--- src/rtl/sync_fifo_if.sv ---
// Handshake and status bundle for sync_fifo; slave is the FIFO side, master the user side.
interface sync_fifo_if #(
  parameter int unsigned DATA_WIDTH = 8,
  parameter int unsigned DEPTH      = 8
);
  logic                     we_i;
  logic [DATA_WIDTH-1:0]    din_i;
  logic                     wrdy_o;
  logic                     re_i;
  logic [DATA_WIDTH-1:0]    dout_o;
  logic                     rrdy_o;
  logic [$clog2(DEPTH):0]   count_o;
  logic                     afull_o;
  logic                     aempty_o;
  logic                     ovf_o;
  logic                     udf_o;

  modport slave (
    input  we_i, din_i, re_i,
    output wrdy_o, dout_o, rrdy_o, count_o, afull_o, aempty_o, ovf_o, udf_o
  );

  modport master (
    output we_i, din_i, re_i,
    input  wrdy_o, dout_o, rrdy_o, count_o, afull_o, aempty_o, ovf_o, udf_o
  );
endinterface

--- src/rtl/sync_fifo.sv ---
// Synchronous FIFO with wrap-bit pointers, threshold flags and sticky overflow/underflow.
// Define SYNC_FIFO_FWFT_EN for first-word-fall-through reads; default is registered reads.
module sync_fifo #(
  parameter int unsigned DATA_WIDTH = 8,
  parameter int unsigned DEPTH      = 8,
  parameter int unsigned AFULL_THR  = DEPTH - 1,
  parameter int unsigned AEMPTY_THR = 1
) (
  input  logic           clk_i,
  input  logic           rst_i,
  sync_fifo_if.slave     bus
);
  localparam int unsigned AW = $clog2(DEPTH);
  localparam int unsigned PW = AW + 1;
  localparam logic [PW-1:0] AfullThr  = PW'(AFULL_THR);
  localparam logic [PW-1:0] AemptyThr = PW'(AEMPTY_THR);

  logic [DATA_WIDTH-1:0] mem_q [DEPTH];
  logic [PW-1:0]         wr_ptr_q, wr_ptr_d;
  logic [PW-1:0]         rd_ptr_q, rd_ptr_d;
  logic                  ovf_q, ovf_d;
  logic                  udf_q, udf_d;
  logic                  full, empty;
  logic                  wr_acc, rd_acc;
  logic [PW-1:0]         count;

  assign full   = (wr_ptr_q[AW-1:0] == rd_ptr_q[AW-1:0]) && (wr_ptr_q[AW] != rd_ptr_q[AW]);
  assign empty  = (wr_ptr_q == rd_ptr_q);
  assign count  = wr_ptr_q - rd_ptr_q;
  // Acceptance depends only on registered full/empty, so no write/read pass-through.
  assign wr_acc = bus.we_i && !full && !rst_i;
  assign rd_acc = bus.re_i && !empty && !rst_i;

  always_comb begin
    wr_ptr_d = wr_ptr_q;
    rd_ptr_d = rd_ptr_q;
    ovf_d    = ovf_q;
    udf_d    = udf_q;
    if (wr_acc) wr_ptr_d = wr_ptr_q + 1'b1;
    if (rd_acc) rd_ptr_d = rd_ptr_q + 1'b1;
    if (bus.we_i && full)  ovf_d = 1'b1;
    if (bus.re_i && empty) udf_d = 1'b1;
  end

  always_ff @(posedge clk_i) begin
    if (rst_i) begin
      wr_ptr_q <= '0;
      rd_ptr_q <= '0;
      ovf_q    <= 1'b0;
      udf_q    <= 1'b0;
    end else begin
      wr_ptr_q <= wr_ptr_d;
      rd_ptr_q <= rd_ptr_d;
      ovf_q    <= ovf_d;
      udf_q    <= udf_d;
    end
  end

  // Storage is never reset; stale entries are unreachable once the pointers clear.
  always_ff @(posedge clk_i) begin
    if (wr_acc) mem_q[wr_ptr_q[AW-1:0]] <= bus.din_i;
  end

`ifdef SYNC_FIFO_FWFT_EN
  assign bus.dout_o = empty ? '0 : mem_q[rd_ptr_q[AW-1:0]];
`else
  logic [DATA_WIDTH-1:0] dout_q, dout_d;

  always_comb begin
    dout_d = dout_q;
    if (rd_acc) dout_d = mem_q[rd_ptr_q[AW-1:0]];
  end

  always_ff @(posedge clk_i) begin
    if (rst_i) dout_q <= '0;
    else       dout_q <= dout_d;
  end

  assign bus.dout_o = dout_q;
`endif

  assign bus.wrdy_o   = !full;
  assign bus.rrdy_o   = !empty;
  assign bus.count_o  = count;
  assign bus.afull_o  = (count >= AfullThr);
  assign bus.aempty_o = (count <= AemptyThr);
  assign bus.ovf_o    = ovf_q;
  assign bus.udf_o    = udf_q;
endmodule

--- src/flat_wrapper.sv ---
// flat-port wrapper written by rule: the top's interface ports become plain ports
module sync_fifo_flat 
#(
  parameter int unsigned DATA_WIDTH = 8,
  parameter int unsigned DEPTH      = 8,
  parameter int unsigned AFULL_THR  = DEPTH - 1,
  parameter int unsigned AEMPTY_THR = 1
)
  (clk_i, rst_i, bus_we_i, bus_din_i, bus_re_i, bus_wrdy_o, bus_dout_o, bus_rrdy_o, bus_count_o, bus_afull_o, bus_aempty_o, bus_ovf_o, bus_udf_o);
  sync_fifo_if #(.DATA_WIDTH(DATA_WIDTH), .DEPTH(DEPTH)) bus_i ();
  input  logic clk_i;
  input  logic rst_i;
  input wire logic [$bits(bus_i.we_i)-1:0] bus_we_i;
  input wire logic [$bits(bus_i.din_i)-1:0] bus_din_i;
  input wire logic [$bits(bus_i.re_i)-1:0] bus_re_i;
  output wire logic [$bits(bus_i.wrdy_o)-1:0] bus_wrdy_o;
  output wire logic [$bits(bus_i.dout_o)-1:0] bus_dout_o;
  output wire logic [$bits(bus_i.rrdy_o)-1:0] bus_rrdy_o;
  output wire logic [$bits(bus_i.count_o)-1:0] bus_count_o;
  output wire logic [$bits(bus_i.afull_o)-1:0] bus_afull_o;
  output wire logic [$bits(bus_i.aempty_o)-1:0] bus_aempty_o;
  output wire logic [$bits(bus_i.ovf_o)-1:0] bus_ovf_o;
  output wire logic [$bits(bus_i.udf_o)-1:0] bus_udf_o;
  assign bus_i.we_i = bus_we_i;
  assign bus_i.din_i = bus_din_i;
  assign bus_i.re_i = bus_re_i;
  assign bus_wrdy_o = bus_i.wrdy_o;
  assign bus_dout_o = bus_i.dout_o;
  assign bus_rrdy_o = bus_i.rrdy_o;
  assign bus_count_o = bus_i.count_o;
  assign bus_afull_o = bus_i.afull_o;
  assign bus_aempty_o = bus_i.aempty_o;
  assign bus_ovf_o = bus_i.ovf_o;
  assign bus_udf_o = bus_i.udf_o;
  sync_fifo #(.DATA_WIDTH(DATA_WIDTH), .DEPTH(DEPTH), .AFULL_THR(AFULL_THR), .AEMPTY_THR(AEMPTY_THR)) u_core (.clk_i(clk_i), .rst_i(rst_i), .bus(bus_i));
endmodule
--- config.mk ---
export PLATFORM = sky130hd
export DESIGN_NAME = sync_fifo_flat
export DESIGN_NICKNAME = d
export VERILOG_FILES = /design/src/rtl/sync_fifo_if.sv /design/src/rtl/sync_fifo.sv /design/src/flat_wrapper.sv
export SDC_FILE = /design/constraint.sdc
export NUM_CORES = 1
export LEC_CHECK = 0
export CELL_PAD_IN_SITES_DETAIL_PLACEMENT = 0
export CELL_PAD_IN_SITES_GLOBAL_PLACEMENT = 1
export CORE_MARGIN = 10
export CORE_UTILIZATION = 35
export DETAILED_ROUTE_END_ITERATION = 12
export GPL_TIMING_DRIVEN = 0
export PLACE_DENSITY = 0.62
export SLEW_MARGIN = 0
export SYNTH_ARGS = -nofsm -noshare
export SYNTH_HDL_FRONTEND = slang
export SYNTH_SLANG_ARGS = --single-unit
export TNS_END_PERCENT = 20
--- constraint.sdc ---
create_clock -name clk_i -period 4.17 [get_ports clk_i]
set_input_delay 0.834 -clock clk_i [delete_from_list [all_inputs] [get_ports clk_i]]
set_output_delay 0.834 -clock clk_i [all_outputs]
set_load 0.05 [all_outputs]
==> results.py <==
metrics = {
    "floorplan": {
        "start_util_pct": 36.2,
        "die_w_um": 118,
        "fp.coreArea_mm2": 0.00928,
        "fp-row-count": 35,
        "dieHeight_um": 118,
        "die_area_mm2": 0.0139,
        "io_pins": 30,
    },
    "worst_hold_path": {
        "hold_depth": 2,
        "holdCritPathClass": "reg -> reg",
    },
    "synth": {
        "synth_nets": 222,
        "synthTopCellsByArea": "edfxtp_1 (57%), dfxtp_1 (11%), mux4_2 (11%)",
        "synth_cell_types": 35,
        "ys_ff_latch": 82,
        "yosysTopAreaCell": "edfxtp_1",
        "syn_inst": 204,
        "syn-cell-area_mm2": 0.00336,
        "ys_warn_count": 0,
        "ys_seq_area_share_pct": 68.0,
        "avgSynthCellArea_um2": 16.5,
        "synth_top_area_share_pct": 57.2,
    },
    "global_routing": {
        "grt_pass1_wl_um": 10600,
        "grt_pass1_vias": 1894,
        "grt_max_degree": 18,
        "grt-ovfl-total": 0,
        "antenna_found_initial": 0,
        "track_usage_pct": 9.97,
    },
    "clock_tree": {
        "cts_setup_buffers": 0,
        "cts_hold_buf": 0,
        "clkSlewWorstSetupHoldPaths_ns": 0.09,
        "cts.sinks": 82,
        "worstSkewPairLatency_ns": 0.37,
        "cts_root_buffer": "clkbuf_8",
        "clockBufferDepth": 2,
        "htreeDepth": 3,
        "cts_resized": 0,
        "cts_tree": "done",
        "cts_buffers": 9,
    },
    "sta": {
        "fin_worst_skew_ns": 0.00900,
        "fmax_ghz": 0.259,
        "tns_ns": 0,
        "setup_slack_ns": 0.303,
        "final-max-slew-violation-count": 0,
        "rsz0062_at_grt": "false",
        "relSlewSlack_pct": 33.8,
        "setup_violations": 0,
        "period_share_pct": 92.7,
        "holdWs_ns": 0.489,
        "tightestPinTransition_ns": 0.989,
        "period_minus_slack_ns": 3.87,
        "hold_viol": 0,
    },
    "worst_setup_path": {
        "reg2regPathDepth": 9,
        "arrival_ns": 3.03,
        "rrSetupSlack_ns": 0.96,
        "crit_chain": "buf_2, buf_4, inv_1, ha_1, and3_1, clkbuf_1, nand2_1, clkdlybuf4s50_1",
        "crit_path_end": "bus_wrdy_o",
        "crit_path_end_kind": "output pin",
        "crit_start": "u_core.rd_ptr_q[2]$_SDFFE_PP0P_",
        "worstPathRequired_ns": 3.34,
        "r2r-start": "u_core.rd_ptr_q[2]$_SDFFE_PP0P_",
        "worst_r2r_endpoint": "u_core.mem_q[5][1]$_DFFE_PP_",
        "crit_path_top_delay_cell": "clkdlybuf4s50_1",
        "critPathMaxStageDelay_ns": 0.76,
        "start_kind": "flip-flop",
        "crit_path_max_fanout": 10,
        "critical_path_class": "reg -> out",
    },
    "placement": {
        "port_buffers": 29,
        "dpl.hpwl_um": 4530,
        "place_ws_ns": 0.582,
        "globalplace.congestion": 0.764,
    },
    "route": {
        "finalWirelength_um": 6640,
        "wl_per_cell_um": 17.5,
        "vias": 1820,
        "drtIter0Drc": 97,
        "vias_per_cell": 4.79,
        "drt_first_pass_iters": 4,
        "postRouteAntennaNets": 0,
        "drc_errors": 0,
    },
    "layout": {
        "nFillCells": 855,
        "antenna_cells": 0,
        "drive_gt1_share_pct": 18.7,
        "nets": 264,
        "synthToLayoutAreaGrowth_pct": 20.4,
    },
    "outcome": {
        "outcome": "complete, no violations",
    },
    "flow_run": {
        "max_cap_viol_count": 0,
    },
    "pwr": {
        "p_per_area_mw_per_mm2": 477,
        "vdd_drop_max_uv": 181,
        "leakage_nw": 1.32,
    },
}
[Yosys cell counts]
cell      instances
xor2_1            4
nand2_1           5
inv_1             8
buf_6             3
dfxtp_1          18
nor3_1            2
xnor2_1           4
nand4_1           1
nand3b_1          1
a21oi_1           3
nand3_1           5
mux2i_1           9
a21boi_4          1
nor2b_1           1
buf_8             1
mux4_2           16
a211oi_2          1
buf_2             1
o21ai_0           2
buf_4             1
nor4_1            2
nor2_2            1
a31oi_1           2
edfxtp_1         64
a211oi_1          8
and3_1            2
a21o_1            1
and2_1            1
clkbuf_1          5
ha_1              5
a32o_1            1
o211ai_1          3
nand2b_1          1
fa_1              1
nor2_1           20
[state kept, by name (all words and copies together), names as in the netlist]
name,count
u_core.bus.dout_o,8
u_core.bus.ovf_o,1
u_core.bus.udf_o,1
u_core.mem_q,64
u_core.rd_ptr_q,4
u_core.wr_ptr_q,4
[layout make-up]
class                           instances  area [um^2]  share of cell area, %
Buffer                                 11         80.1                   1.98
Inverter                                8         30.0                  0.743
Clock buffer                            9          124                   3.07
Sequential cell                        82         2280                   56.5
Clock inverter                          7         67.6                   1.67
Timing Repair Buffer                   31          308                   7.62
Tap cell                              129          161                   4.00
Multi-Input combinational cell        103          987                   24.4
[worst max-delay path, delay by kind of cell, from the launching register on]
family	cells	cell delay (ns)
adder cells (fa/ha/maj)	1	0.36
AND/OR/NAND/NOR	2	0.33
buffers and inverters	5	1.66
flip-flops	1	0.31
[worst min path at each step]
stage / end / start
5_1_grt: u_core.bus.udf_o$_SDFFE_PP0P_ / u_core.bus.udf_o$_SDFFE_PP0P_
2_1_floorplan: u_core.wr_ptr_q[0]$_SDFFE_PP0P_ / u_core.wr_ptr_q[0]$_SDFFE_PP0P_
3_3_place_gp: u_core.bus.udf_o$_SDFFE_PP0P_ / u_core.bus.udf_o$_SDFFE_PP0P_
4_1_cts: u_core.bus.udf_o$_SDFFE_PP0P_ / u_core.bus.udf_o$_SDFFE_PP0P_
6_report: u_core.bus.udf_o$_SDFFE_PP0P_ / u_core.bus.udf_o$_SDFFE_PP0P_
3_5_place_dp: u_core.bus.udf_o$_SDFFE_PP0P_ / u_core.bus.udf_o$_SDFFE_PP0P_
[through the flow]
step / power (mW) / instances / area, um^2 / util [%]
finish: 1.93 / 380 / 4040 / 43.5
global route: 2.01 / 380 / 4040 / 43.5
CTS: 1.95 / 380 / 4040 / 43.5
detailed placement: 1.39 / 364 / 3850 / 41.4
global placement: 1.39 / 362 / 3810 / 41.0
floorplan: 1.25 / 204 / 3360 / -
[cell usage in the layout (no fill, tap or decap), types with 2 or more instances in the layout]
cell	synthesis	final
nand2_1	5	5
a211oi_1	8	8
nor2_1	20	20
inv_6	0	5
clkbuf_8	0	9
o211ai_1	3	3
inv_1	8	8
edfxtp_1	64	64
nand3_1	5	5
xor2_1	4	4
mux4_2	16	16
mux2i_1	9	9
buf_4	1	3
and3_1	2	2
a21oi_1	3	3
dfxtp_1	18	18
clkbuf_1	5	5
nor3_2	0	2
ha_1	5	5
xnor2_1	4	4
clkdlybuf4s50_1	0	28
nor4_2	0	2
o21ai_0	2	2
a31oi_1	2	2
buf_6	3	3
[logic make-up after synthesis]
family                   synth area share, %
flip-flops                              68.0
AND/OR/NAND/NOR                         5.74
multiplexers                            13.4
AO/OA/AOI/OAI                           5.03
buffers and inverters                   3.28
XOR/XNOR                                2.09
adder cells (fa/ha/maj)                 2.46
[metal layers]
layer  track usage (%)  vias up  wire length, um
li1                  -      871                -
met4              3.25        0               87
met1              13.0      901             3160
met3              3.60        7              318
met2              15.0       41             3070
met5                 0        -                0
[where the power goes]
group / leakage [nW] / switching, mW / internal [mW] / total (mW)
sequential: 0.725 / 0.0142 / 0.908 / 0.922
clock: 0.0944 / 0.330 / 0.232 / 0.561
combinational: 0.495 / 0.279 / 0.165 / 0.444
total: 1.32 / 0.623 / 1.30 / 1.93
Note: power is estimated with default switching activity, not from simulation.
